$ cat src/rtl/instr_pkg.sv
// Shared instruction types for the front end: the raw word, its field positions,
// the base RV64I major opcodes and the packed set of decoded register/function fields.
package instr_pkg;

  typedef logic [31:0] instr_t;

  localparam int OPC_LSB = 0;
  localparam int OPC_MSB = 6;
  localparam int RD_LSB  = 7;
  localparam int RD_MSB  = 11;
  localparam int F3_LSB  = 12;
  localparam int F3_MSB  = 14;
  localparam int RS1_LSB = 15;
  localparam int RS1_MSB = 19;
  localparam int RS2_LSB = 20;
  localparam int RS2_MSB = 24;
  localparam int F7_LSB  = 25;
  localparam int F7_MSB  = 31;

  typedef enum logic [6:0] {
    OP_LOAD   = 7'h03,
    OP_IMM    = 7'h13,
    OP_AUIPC  = 7'h17,
    OP_IMM_32 = 7'h1B,
    OP_STORE  = 7'h23,
    OP        = 7'h33,
    OP_LUI    = 7'h37,
    OP_32     = 7'h3B,
    OP_BRANCH = 7'h63,
    OP_JALR   = 7'h67,
    OP_JAL    = 7'h6F,
    OP_SYSTEM = 7'h73
  } opcode_e;

  typedef struct packed {
    logic [6:0] funct7;
    logic [4:0] rs2;
    logic [4:0] rs1;
    logic [2:0] funct3;
    logic [4:0] rd;
    logic [6:0] opcode;
  } instr_fields_t;

endpackage

$ cat src/rtl/instr_field_decode.sv
// Purely combinational split of a 32-bit RISC-V word into its fixed-position fields.
// Kept separate so the later decoder stage can reuse it unchanged.
module instr_field_decode
  import instr_pkg::*;
(
  input  instr_t        instr,
  output instr_fields_t fields
);

  always_comb begin
    fields        = '0;
    fields.opcode = instr[OPC_MSB:OPC_LSB];
    fields.rd     = instr[RD_MSB:RD_LSB];
    fields.funct3 = instr[F3_MSB:F3_LSB];
    fields.rs1    = instr[RS1_MSB:RS1_LSB];
    fields.rs2    = instr[RS2_MSB:RS2_LSB];
    fields.funct7 = instr[F7_MSB:F7_LSB];
  end

endmodule

$ cat src/rtl/instr_queue_64.sv
// Instruction FIFO between fetch and decode/control: valid/ready on both sides,
// synchronous flush for redirects, head entry exposed with its decoded fields.
module instr_queue_64
  import instr_pkg::*;
#(
  parameter int INSTR_W = 32,
  parameter int PC_W    = 64,
  parameter int DEPTH   = 4
) (
  input  logic                       clk,
  input  logic                       reset,
  input  logic                       flush,
  input  logic                       in_valid,
  output logic                       in_ready,
  input  logic [INSTR_W-1:0]         in_instr,
  input  logic [PC_W-1:0]            in_pc,
  output logic                       out_valid,
  input  logic                       out_ready,
  output logic [INSTR_W-1:0]         out_instr,
  output logic [PC_W-1:0]            out_pc,
  output logic [6:0]                 out_opcode,
  output logic [4:0]                 out_rd,
  output logic [2:0]                 out_funct3,
  output logic [4:0]                 out_rs1,
  output logic [4:0]                 out_rs2,
  output logic [6:0]                 out_funct7,
  output logic [$clog2(DEPTH+1)-1:0] count
);

  localparam int PTR_W = $clog2(DEPTH);
  localparam int CNT_W = $clog2(DEPTH+1);

  logic [INSTR_W-1:0] mem_instr [DEPTH];
  logic [PC_W-1:0]    mem_pc    [DEPTH];
  logic [PTR_W-1:0]   rd_ptr;
  logic [PTR_W-1:0]   wr_ptr;
  logic               full;
  logic               empty;
  logic               push;
  logic               pop;
  instr_fields_t      head_fields;

  assign full  = (count == CNT_W'(DEPTH));
  assign empty = (count == '0);

  // A full queue refuses pushes even when the head leaves in the same cycle.
  assign push = in_valid && !full;
  assign pop  = out_ready && !empty;

  assign in_ready  = !full;
  assign out_valid = !empty;

  always_ff @(posedge clk or negedge reset) begin
    if (!reset) begin
      rd_ptr <= '0;
      wr_ptr <= '0;
      count  <= '0;
    end else if (flush) begin
      rd_ptr <= '0;
      wr_ptr <= '0;
      count  <= '0;
    end else begin
      if (push) begin
        wr_ptr <= wr_ptr + PTR_W'(1);
      end
      if (pop) begin
        rd_ptr <= rd_ptr + PTR_W'(1);
      end
      if (push && !pop) begin
        count <= count + CNT_W'(1);
      end else if (pop && !push) begin
        count <= count - CNT_W'(1);
      end
    end
  end

  // Flush leaves storage alone; stale entries stay hidden behind out_valid.
  always_ff @(posedge clk or negedge reset) begin
    if (!reset) begin
      for (int i = 0; i < DEPTH; i++) begin
        mem_instr[i] <= '0;
        mem_pc[i]    <= '0;
      end
    end else if (push && !flush) begin
      mem_instr[wr_ptr] <= in_instr;
      mem_pc[wr_ptr]    <= in_pc;
    end
  end

  always_comb begin
    out_instr = '0;
    out_pc    = '0;
    if (out_valid) begin
      out_instr = mem_instr[rd_ptr];
      out_pc    = mem_pc[rd_ptr];
    end
  end

  instr_field_decode u_decode (
    .instr  (instr_t'(out_instr)),
    .fields (head_fields)
  );

  assign out_opcode = head_fields.opcode;
  assign out_rd     = head_fields.rd;
  assign out_funct3 = head_fields.funct3;
  assign out_rs1    = head_fields.rs1;
  assign out_rs2    = head_fields.rs2;
  assign out_funct7 = head_fields.funct7;

  // Handshake flags must always agree with the occupancy count.
  a_full_iff_not_ready : assert property (
    @(posedge clk) disable iff (!reset) (count == CNT_W'(DEPTH)) == !in_ready);

  a_empty_iff_not_valid : assert property (
    @(posedge clk) disable iff (!reset) (count == '0) == !out_valid);

  a_head_hold : assert property (
    @(posedge clk) disable iff (!reset)
    (out_valid && !out_ready && !flush) |=> ($stable(out_instr) && $stable(out_pc)));

endmodule

$ cat config.mk
export PLATFORM = sky130hd
export DESIGN_NAME = instr_queue_64
export DESIGN_NICKNAME = d
export VERILOG_FILES = /design/src/rtl/instr_pkg.sv /design/src/rtl/instr_field_decode.sv /design/src/rtl/instr_queue_64.sv
export SDC_FILE = /design/constraint.sdc
export NUM_CORES = 1
export LEC_CHECK = 0
export ABC_AREA = 1
export CAP_MARGIN = 20
export CORE_MARGIN = 8
export CORE_UTILIZATION = 56
export DETAILED_ROUTE_END_ITERATION = 12
export GPL_TIMING_DRIVEN = 0
export HOLD_SLACK_MARGIN = 0.08
export PLACE_DENSITY = 0.81
export SLEW_MARGIN = 20
export SYNTH_ARGS = -nofsm -noshare
export SYNTH_HDL_FRONTEND = slang
export SYNTH_SLANG_ARGS = --single-unit
$ cat constraint.sdc
create_clock -name clk -period 2.04 [get_ports clk]
set_input_delay 0.408 -clock clk [delete_from_list [all_inputs] [get_ports clk]]
set_output_delay 0.408 -clock clk [all_outputs]
set_load 0.005 [all_outputs]
==> impl_metrics.yaml, run 1 <==
clock_network:
  insertion_delay_ns: 0.55
  clkTransAtPathRegs_ns: 0.06
  htreeDepth: 2
  clockRootBuffer: "clkbuf_16"
  cts_buffers: 41
  cts_buffer_depth: 3
  clock_sinks: 391
  cts_tree: "yes"
drt:
  antenna_left: 0
  first_pass_iters: 6
  drt_wl_total_mm: 70.43
  vias: 18423
  drc: 0
  wl_per_cell_um: 23.31
  drt_iter0_markers: 2272
  viasPerCell: 6.098
yosys:
  synth_ff_type: "dfrtp_1"
  yosysMostFrequentCell: "nand2_1"
  yosys.area.top_type_share_pct: 51.40
  netlist_instances: 2173
  async_flop_share_pct: 100.0
  ys_top_cells_by_area: "dfrtp_1 (51%), o21ai_2 (10%), nand2_1 (7.9%)"
  synth_edf_count: 0
  ys_ff_latch: 391
  synthesis.nets: 2279
  synth_area_mm2: 0.01904
  yosys_warnings: 0
  yosysSeqAreaShare_pct: 51.40
  synth.cells.most_frequent: "nand2_1 (399), dfrtp_1 (391), nor2_1 (386), o21ai_0 (235), o21ai_2 (219)"
  syn_area_per_cell_um2: 8.760
  yosysTopAreaCell: "dfrtp_1"
  synth_cell_types: 22
global_routing:
  grt_overflow: 0
  grtUsageTotal_pct: 31.53
  antenna_found_initial: 1
  grt_pass1_vias: 18351
  grt_max_degree: 97
  grt_first_pass_wirelength_mm: 101.4
setup_path:
  slowest_stage: "dfrtp_1"
  worstPathCellList: "buf_12 -> buf_12 -> buf_12 -> buf_6 -> nor2_2 -> nor2_1 -> o21ai_1 -> a21oi_2 -> buf_4 -> buf_6"
  crit_family: "buffers and inverters"
  critPathMostFrequentCell: "buf_12"
  rr_worst_depth: 9
  critPathMaxStageDelay_ns: 0.41
  crit_fanout: 7
  critPathBufInv: 6
  critPathKind: "reg2out"
  critPathRequiredTime_ns: 1.63
  end_kind: "primary output"
  rrSetupSlack_ns: -0.02
  r2r_start: "count[1]"
  critPathArrivalTime_ns: 2.33
  start_kind: "flop"
  r2r_end: "mem_instr[127]"
sta:
  slew_viol_final: 0
  max_freq_ghz: 0.3655
  finalSetupTns_ns: -65.04
  worst_slew_pin_slew_ns: 0.6585
  skew_ns: 0.02533
  hold_viol_final: 0
  relSlewSlack_pct: 56.10
  finalSetupViolations: 130
  fin_hold_ws_ns: 0.2822
  layout_setup_ws_ns: -0.6962
  period_needed_ns: 2.736
  rsz0062_at_grt: "yes"
  finalCritPeriodShare_pct: 134.1
die:
  ios: 234
  die_w_um: 200.4
  std_cell_rows: 67
  start_util_pct: 56.77
  fp.dieArea_mm2: 0.04015
  core_area_mm2: 0.03353
  die_h_um: 200.4
final_layout:
  layout.nets: 2653
  n_fill_cell: 2015
  area_growth_pct: 36.21
  n_antenna_cell: 0
  drive_above_1_share_pct: 35.60
  fin_util_pct: 77.32
placed_design:
  portBuffers: 233
  place_hpwl_mm: 39.34
  pre_cts_slack_ns: -1.129
  gp_congestion: 0.8871
min_path:
  worstHoldPathType: "in2async"
pwr:
  ir_worst_vdd_mv: 0.8016
  p_leak_uw: 0.01225
  power_per_cell_area_mw_per_mm2: 1481
  power_uw: 38410
run:
  max_cap_viol_count: 0
status:
  status: "finished with violations"
  violations: "negative setup slack"
[logic make-up after synthesis]
group	synth area share [%]
AOI/OAI and AO/OA	22.14
and+or+nand+nor	16.15
DFF	51.40
xor gates and xnor gates	0.04602
buffers and inverters	9.892
adders and majority gates	0.3681
[how the worst max path moves through the flow]
stage | slack [ns] | depth (start not counted) | start | to
global route | -0.72 | 9 | rd_ptr[0] | out_rs2[1]
floorplan | 0.22 | 12 | count[1] | count[2]
detailed placement | -1.13 | 8 | rd_ptr[0] | out_instr[31]
CTS | -0.53 | 10 | rd_ptr[0] | out_pc[2]
finish | -0.70 | 10 | rd_ptr[0] | out_opcode[5]
global placement | -15.90 | 1 | reset | mem_pc[55]
[worst register-to-register path: stages, from the launching register on]
cell and delay (ns):
dfrtp_2 0.40, nor2_4 0.06, buf_6 0.12, nand2_4 0.09, nand2_8 0.07, nor2_8 0.22
nand2_4 0.12, buf_6 0.19, buf_6 0.17, o21ai_1 0.49
[placed cells by master (no fill, tap or decap), types with 3 or more instances in the layout]
cell type / Yosys / routed
buf_16: 0 / 11
nand2_4: 6 / 7
dfrtp_1: 391 / 388
nor2_4: 0 / 46
dfrtp_2: 0 / 3
a21oi_4: 0 / 7
clkdlybuf4s50_1: 0 / 102
o21ai_1: 125 / 254
clkinv_2: 0 / 4
clkbuf_1: 44 / 14
buf_12: 0 / 26
nand3_1: 3 / 3
inv_1: 106 / 104
clkbuf_4: 0 / 9
ha_1: 4 / 4
nor2_2: 1 / 83
nand4_1: 3 / 3
buf_2: 32 / 91
buf_6: 80 / 168
a21oi_1: 99 / 47
clkbuf_2: 0 / 6
a21oi_2: 0 / 45
dlygate4sd2_1: 0 / 4
clkbuf_16: 0 / 54
nand2_1: 399 / 397
o21ai_2: 219 / 245
nor2_1: 386 / 258
o21ai_0: 235 / 78
buf_4: 32 / 56
buf_8: 0 / 12
clkbuf_8: 0 / 28
[metal layers]
metal	vias up	part of all wire (%)	wire (um)	track usage [%]
met2	1336	46	32420	49.85
met3	365	11	7703	7.939
met5	-	0.018	13	0
li1	7803	-	-	-
met4	2	7.4	5209	18.58
met1	8917	36	25090	38.92
[metrics by stage]
step	area, um^2	instances
after floorplan	19040	2173
after global placement	21930	2854
after detailed placement	22040	2858
after CTS	25210	2997
after global routing	25930	3021
final	25930	3021
[state kept, by name (all words and copies together), names as in the netlist]
name	flops
count	3
wr_ptr	2
rd_ptr	2
mem_pc	256
mem_instr	128
[final cells by class]
type                    count  area, um^2  share of cell area, %
multi-input cells        1483        8320                  32.09
flip-flops and latches    391        9788                  37.75
plain buffers             180        2160                  8.329
repair buffers            341        3349                  12.92
inverters                 109       436.7                  1.684
clock buffers              62        1247                  4.811
clock inverters             7       66.31                 0.2558
well taps                 448       560.5                  2.162
[power by group]
group	switching (uW)	internal [uW]	leakage [uW]
clock	3190	4330	0.000647
sequential	2320	10900	0.00503
combinational	9360	8280	0.00658
total	14900	23500	0.0123
[what timing repair did]
item                       in CTS  in global routing
setup endpoints to repair     131                310
buffers inserted               60                 33
hold endpoints to repair       54                  0
hold buffers                    1                  0
cloned                         14                  1
pin swaps                     141                154
gates resized for setup      1060                209
No activity file was read; power rests on OpenSTA's default activity.
==> inputs of run 2 (changes only) <==
--- a/config.mk
+++ b/config.mk
@@ -13,7 +13,6 @@
 export GPL_TIMING_DRIVEN = 0
 export HOLD_SLACK_MARGIN = 0.08
 export PLACE_DENSITY = 0.81
-export SLEW_MARGIN = 20
 export SYNTH_ARGS = -nofsm -noshare
 export SYNTH_HDL_FRONTEND = slang
 export SYNTH_SLANG_ARGS = --single-unit
==> impl_metrics.yaml, run 2 (same netlist as run 1, synthesis figures left out) <==
status:
  status: "finished with violations"
  violations: "negative setup slack"
sta:
  max_freq_ghz: 0.3565
  finalCritPeriodShare_pct: 137.5
  rsz0062_at_grt: "yes"
  finalSetupTns_ns: -63.01
  finalSetupViolations: 128
  period_needed_ns: 2.805
  relSlewSlack_pct: 59.22
  worst_slew_pin_slew_ns: 0.6118
  layout_setup_ws_ns: -0.7647
  skew_ns: 0.01556
  hold_viol_final: 0
  slew_viol_final: 0
drt:
  first_pass_iters: 6
  drt_iter0_markers: 2105
  drc: 0
  wl_per_cell_um: 23.02
  drt_wl_total_mm: 69.11
  vias: 18154
  viasPerCell: 6.047
  antenna_left: 0
global_routing:
  grt_overflow: 0
  grt_max_degree: 126
  grt_pass1_vias: 18502
  grtUsageTotal_pct: 32.39
  antenna_found_initial: 1
  grt_first_pass_wirelength_mm: 103.8
die:
  start_util_pct: 56.77
  die_w_um: 200.4
  fp.dieArea_mm2: 0.04015
  core_area_mm2: 0.03353
  std_cell_rows: 67
  die_h_um: 200.4
  ios: 234
placed_design:
  place_hpwl_mm: 39.37
  dpl.cell_count: 2857
  portBuffers: 233
  pre_cts_slack_ns: -1.121
  gp_congestion: 0.8871
  placed_area_mm2: 0.02202
setup_path:
  critPathMaxStageDelay_ns: 0.38
  critPathMostFrequentCell: "buf_4"
  critPathKind: "reg2out"
  critPathRequiredTime_ns: 1.63
  crit_family: "buffers and inverters"
  worstPathCellList: "buf_8 -> buf_4 -> buf_12 -> nor2_2 -> nor2_1 -> o21ai_1 -> a21oi_2 -> buf_4 -> clkdlybuf4s15_2"
  slowest_stage: "dfrtp_1"
  crit_fanout: 10
  start_kind: "flop"
  critPathArrivalTime_ns: 2.40
  critPathBufInv: 5
  end_kind: "primary output"
pwr:
  p_leak_uw: 0.01207
  power_per_cell_area_mw_per_mm2: 1473
  ir_worst_vdd_mv: 0.7168
final_layout:
  final_area_mm2: 0.02549
  drive_above_1_share_pct: 33.76
  layout_commonest_cell: "nand2_1"
  final_cell_mix: "nand2_1 (397), dfrtp_1 (388), nor2_1 (303)"
  regMostFlops: "mem_pc"
  fin_util_pct: 76.03
  area_growth_pct: 33.92
  final_cell_count_no_fill: 3002
  layout.nets: 2634
  largest_register_ffs: 256
  reg_top3: "mem_pc: 256 flops, mem_instr: 128 flops, count: 3 flops"
  n_fill_cell: 2102
clock_network:
  clkTransAtPathRegs_ns: 0.06
  clock_sinks: 391
  htreeDepth: 2
  cts_tree: "yes"
  cts_buffers: 41
  insertion_delay_ns: 0.54
  cts_buffer_depth: 3
  clockRootBuffer: "clkbuf_16"
run:
  max_cap_viol_count: 0
min_path:
  worstHoldPathType: "in2async"
[run 2: changes by cell type in the layout (fill, tap and decap cells not counted), sizes merged]
cell / change
buf: -30
bufbuf: +1
clkbuf: -4
clkdlybuf4s15: +16
clkinv: +1
clkinvlp: -1
diode: +1
dlygate4sd2: -2
inv: -1
[run 2: worst reg2reg max path, delay by kind of cell, from the launching register on]
kind	cells	cell delay, ns
adders and majority gates	1	0.35
buffers and inverters	4	0.36
DFF	1	0.45
and+or+nand+nor	7	0.56
xor gates and xnor gates	1	0.17
[run 2: routing by layer]
layer  share of wire [%]  GRT usage [%]  routed length [um]
met3                  11          9.037                7528
met4                 7.1          19.58                4922
met2                  46          50.98               31880
met5                   0              0                   0
met1                  36          39.40               24780
[run 2: layout make-up]
class                   instances  area [um^2]  area share, %
well taps                     448        560.5          2.199
clock buffers                  62         1205          4.726
clock inverters                 6        55.05         0.2160
diodes                          1        2.502       0.009816
multi-input cells            1483         8125          31.87
plain buffers                 181         2131          8.358
repair buffers                321         3199          12.55
flip-flops and latches        391         9788          38.40
inverters                     109        426.7          1.674
[run 2: final timing paths]
check | end | slack, ns | cells past startpoint | from
hold reg to reg | mem_pc[186] | 0.48 | 2 | mem_pc[186]
min in group clk | mem_pc[186] | 0.48 | 2 | mem_pc[186]
max in group asynchronous | mem_instr[32] | 0.36 | 4 | reset
setup / recovery | out_instr[31] | -0.76 | 9 | rd_ptr[0]
setup reg to reg | count[2] | 0.05 | 13 | count[0]
hold / removal | mem_pc[164] | 0.41 | 2 | reset
[run 2: repair_timing]
| item | in CTS | in global routing |
|---|---|---|
| pin swaps | 149 | 90 |
| cloned | 10 | 1 |
| setup buffers | 70 | 10 |
| endpoints found under the hold margin | 81 | 0 |
| endpoints found under the setup margin | 130 | 256 |
| resized for setup | 1045 | 112 |
| hold buffers | 1 | 0 |
[run 2: through the flow]
stage | power (uW) | hold slack [ns]
2_1_floorplan | 20240 | 0.1124
3_3_place_gp | 25950 | 0.4580
3_5_place_dp | 26500 | 0.4530
4_1_cts | 35800 | 0.4768
5_1_grt | 39280 | 0.4577
6_report | 37560 | 0.4050
[run 2: power breakdown]
part           switching, uW  total (uW)  internal [uW]
sequential              2200       13100          10900
combinational           9150       17200           8010
clock                   3100        7270           4170
total                  14400       37600          23100
==> inputs of run 3 (changes only) <==
--- a/config.mk
+++ b/config.mk
@@ -5,14 +5,13 @@
 export SDC_FILE = /design/constraint.sdc
 export NUM_CORES = 1
 export LEC_CHECK = 0
-export ABC_AREA = 1
 export CAP_MARGIN = 20
 export CORE_MARGIN = 8
 export CORE_UTILIZATION = 56
 export DETAILED_ROUTE_END_ITERATION = 12
 export GPL_TIMING_DRIVEN = 0
 export HOLD_SLACK_MARGIN = 0.08
-export PLACE_DENSITY = 0.81
+export PLACE_DENSITY = 0.82
 export SYNTH_ARGS = -nofsm -noshare
 export SYNTH_HDL_FRONTEND = slang
 export SYNTH_SLANG_ARGS = --single-unit
==> impl_metrics.yaml, run 3 <==
setup_path:
  critPathArrivalTime_ns: 2.33
  crit_fanout: 8
  critPathRequiredTime_ns: 1.63
  start_kind: "flop"
  end_kind: "primary output"
  critPathKind: "reg2out"
yosys:
  yosysSeqAreaShare_pct: 54.25
  ys_ff_latch: 391
  synth_area_mm2: 0.01804
  netlist_instances: 1127
  syn_area_per_cell_um2: 16.00
  synthesis.nets: 1233
  yosys.area.top_type_share_pct: 54.25
  async_flop_share_pct: 100.0
  synth_cell_types: 31
  yosysMostFrequentCell: "dfrtp_1"
  ys_top_cells_by_area: "dfrtp_1 (54%), mux2_2 (22%), mux4_2 (12%)"
  yosysTopAreaCell: "dfrtp_1"
  synth_ff_type: "dfrtp_1"
  synth.cells.most_frequent: "dfrtp_1 (391), mux2_2 (346), and2_1 (96), mux4_2 (96), buf_4 (45)"
  synth_edf_count: 0
  yosys_warnings: 0
global_routing:
  antenna_found_initial: 3
  grt_overflow: 0
  grtUsageTotal_pct: 22.02
  grt_max_degree: 123
  grt_first_pass_wirelength_mm: 67.21
  grt_pass1_vias: 12003
clock_network:
  cts_buffer_depth: 3
  clockRootBuffer: "clkbuf_16"
  insertion_delay_ns: 0.53
  clkTransAtPathRegs_ns: 0.06
  clock_sinks: 391
  cts_tree: "yes"
  htreeDepth: 2
  cts_buffers: 41
sta:
  rsz0062_at_grt: "yes"
  finalSetupTns_ns: -82.37
  hold_viol_final: 0
  skew_ns: 0.01437
  period_needed_ns: 2.734
  finalSetupViolations: 353
  worst_slew_pin_slew_ns: 0.6162
  finalCritPeriodShare_pct: 134.0
  max_freq_ghz: 0.3657
  layout_setup_ws_ns: -0.6945
  slew_viol_final: 0
  relSlewSlack_pct: 58.92
final_layout:
  final_area_mm2: 0.02390
  n_fill_cell: 1916
  multi_input_area_mm2: 0.007848
  layout.nets: 1589
  regMostFlops: "mem_pc"
  reg_top3: "mem_pc: 256 flops, mem_instr: 128 flops, count: 3 flops"
  drive_above_1_share_pct: 63.19
  area_growth_pct: 32.50
  layout_commonest_cell: "dfrtp_1"
  seq_area_mm2: 0.009788
  fin_util_pct: 75.54
  final_cell_mix: "dfrtp_1 (388), mux2_2 (346), buf_6 (154)"
  largest_register_ffs: 256
placed_design:
  place_hpwl_mm: 28.63
  gp_congestion: 0.7679
  portBuffers: 230
  placed_area_mm2: 0.02093
  pre_cts_slack_ns: -1.279
run:
  max_cap_viol_count: 0
drt:
  vias: 10966
  drc: 0
  wl_per_cell_um: 23.26
  first_pass_iters: 4
  viasPerCell: 5.720
  antenna_left: 0
  drt_iter0_markers: 568
  drt_wl_total_mm: 44.59
status:
  status: "finished with violations"
  violations: "negative setup slack"
die:
  start_util_pct: 57.01
  fp.dieArea_mm2: 0.03821
  ios: 234
  core_area_mm2: 0.03164
  std_cell_rows: 65
  die_h_um: 195.5
  die_w_um: 195.5
pwr:
  power_per_cell_area_mw_per_mm2: 1536
  power_uw: 36710
  ir_worst_vdd_mv: 0.9391
  p_leak_uw: 0.01088
min_path:
  worstHoldPathType: "in2reg"
run 3: changes by cell type in the layout (fill, tap and decap cells not counted), moves of 92 or more:
cell and change:
o21ai_1 -223, o21ai_2 -261, o21ai_0 -92, nand2_1 -397
mux2_2 +346, inv_1 -100, nor2_1 -296, mux4_2 +96
run 3: cell families (layout without fill, tap and decap cells):
kind of cell               count (synthesis)  count (layout)  synth area share, %
muxes                                    483             483                36.97
DFF                                      391             391                54.25
buffers and inverters                    117             503                3.878
and+or+nand+nor                          115             115                3.871
AOI/OAI and AO/OA                         14              14               0.5480
adders and majority gates                  5               5               0.3885
xor gates and xnor gates                   2               2              0.09713
other                                      0               2                    0
run 3: critical path: stages (launching register included):
cell and delay [ns]:
dfrtp_2 0.45, clkbuf_16 0.18, buf_6 0.12, buf_12 0.13
buf_6 0.11, mux4_2 0.42, and2_4 0.19, buf_6 0.11
buf_6 0.10
run 3: where the power goes:
| group | leakage (uW) | internal, uW | switching, uW |
|---|---|---|---|
| Combinational | 0.00533 | 11400 | 5800 |
| Sequential | 0.00492 | 10800 | 1570 |
| Clock | 0.000637 | 4120 | 2990 |
run 3: repair_timing:
action	CTS	global route
pin swaps	3	52
cloned	1	12
resized for setup	238	428
buffers inserted	11	63
hold buffers	1	0
endpoints found under the hold margin	59	0
setup endpoints to repair	426	460
run 3: routing by layer:
layer / global-route usage (%) / share of wire [%] / vias up / wire length [um]
li1: - / - / 4805 / -
met1: 28.56 / 42 / 5829 / 18570
met2: 37.67 / 51 / 259 / 22900
met3: 5.193 / 5.4 / 67 / 2406
met4: 4.183 / 1.5 / 6 / 674
met5: 0 / 0.090 / - / 40
run 3: layout make-up:
class | count | area share (%)
clock inverters | 12 | 0.2775
well taps | 402 | 2.105
inverters | 7 | 0.1099
flip-flops and latches | 391 | 40.96
clock buffers | 61 | 5.078
repair buffers | 317 | 13.94
plain buffers | 106 | 4.680
diodes | 2 | 0.02094
multi-input cells | 619 | 32.84
run 3: path summary, 6_finish.rpt:
check / from / slack, ns / endpoint / depth (start not counted)
min in group asynchronous: reset / 0.43 / mem_pc[120] / 2
min reg2reg: mem_instr[38] / 0.50 / mem_instr[38] / 1
max reg2reg: count[1] / -0.13 / mem_instr[41] / 9
max: rd_ptr[0] / -0.69 / out_rs1[0] / 8
min: in_valid / 0.22 / wr_ptr[1] / 3
max in group asynchronous: reset / 0.62 / mem_pc[140] / 3
run 3: stage by stage:
stage	hold slack, ns	instances
after global routing	0.2265	1915
after detailed placement	0.3885	1762
after floorplan	0.1124	1127
after CTS	0.1970	1847
final	0.2228	1917
after global placement	0.4810	1759
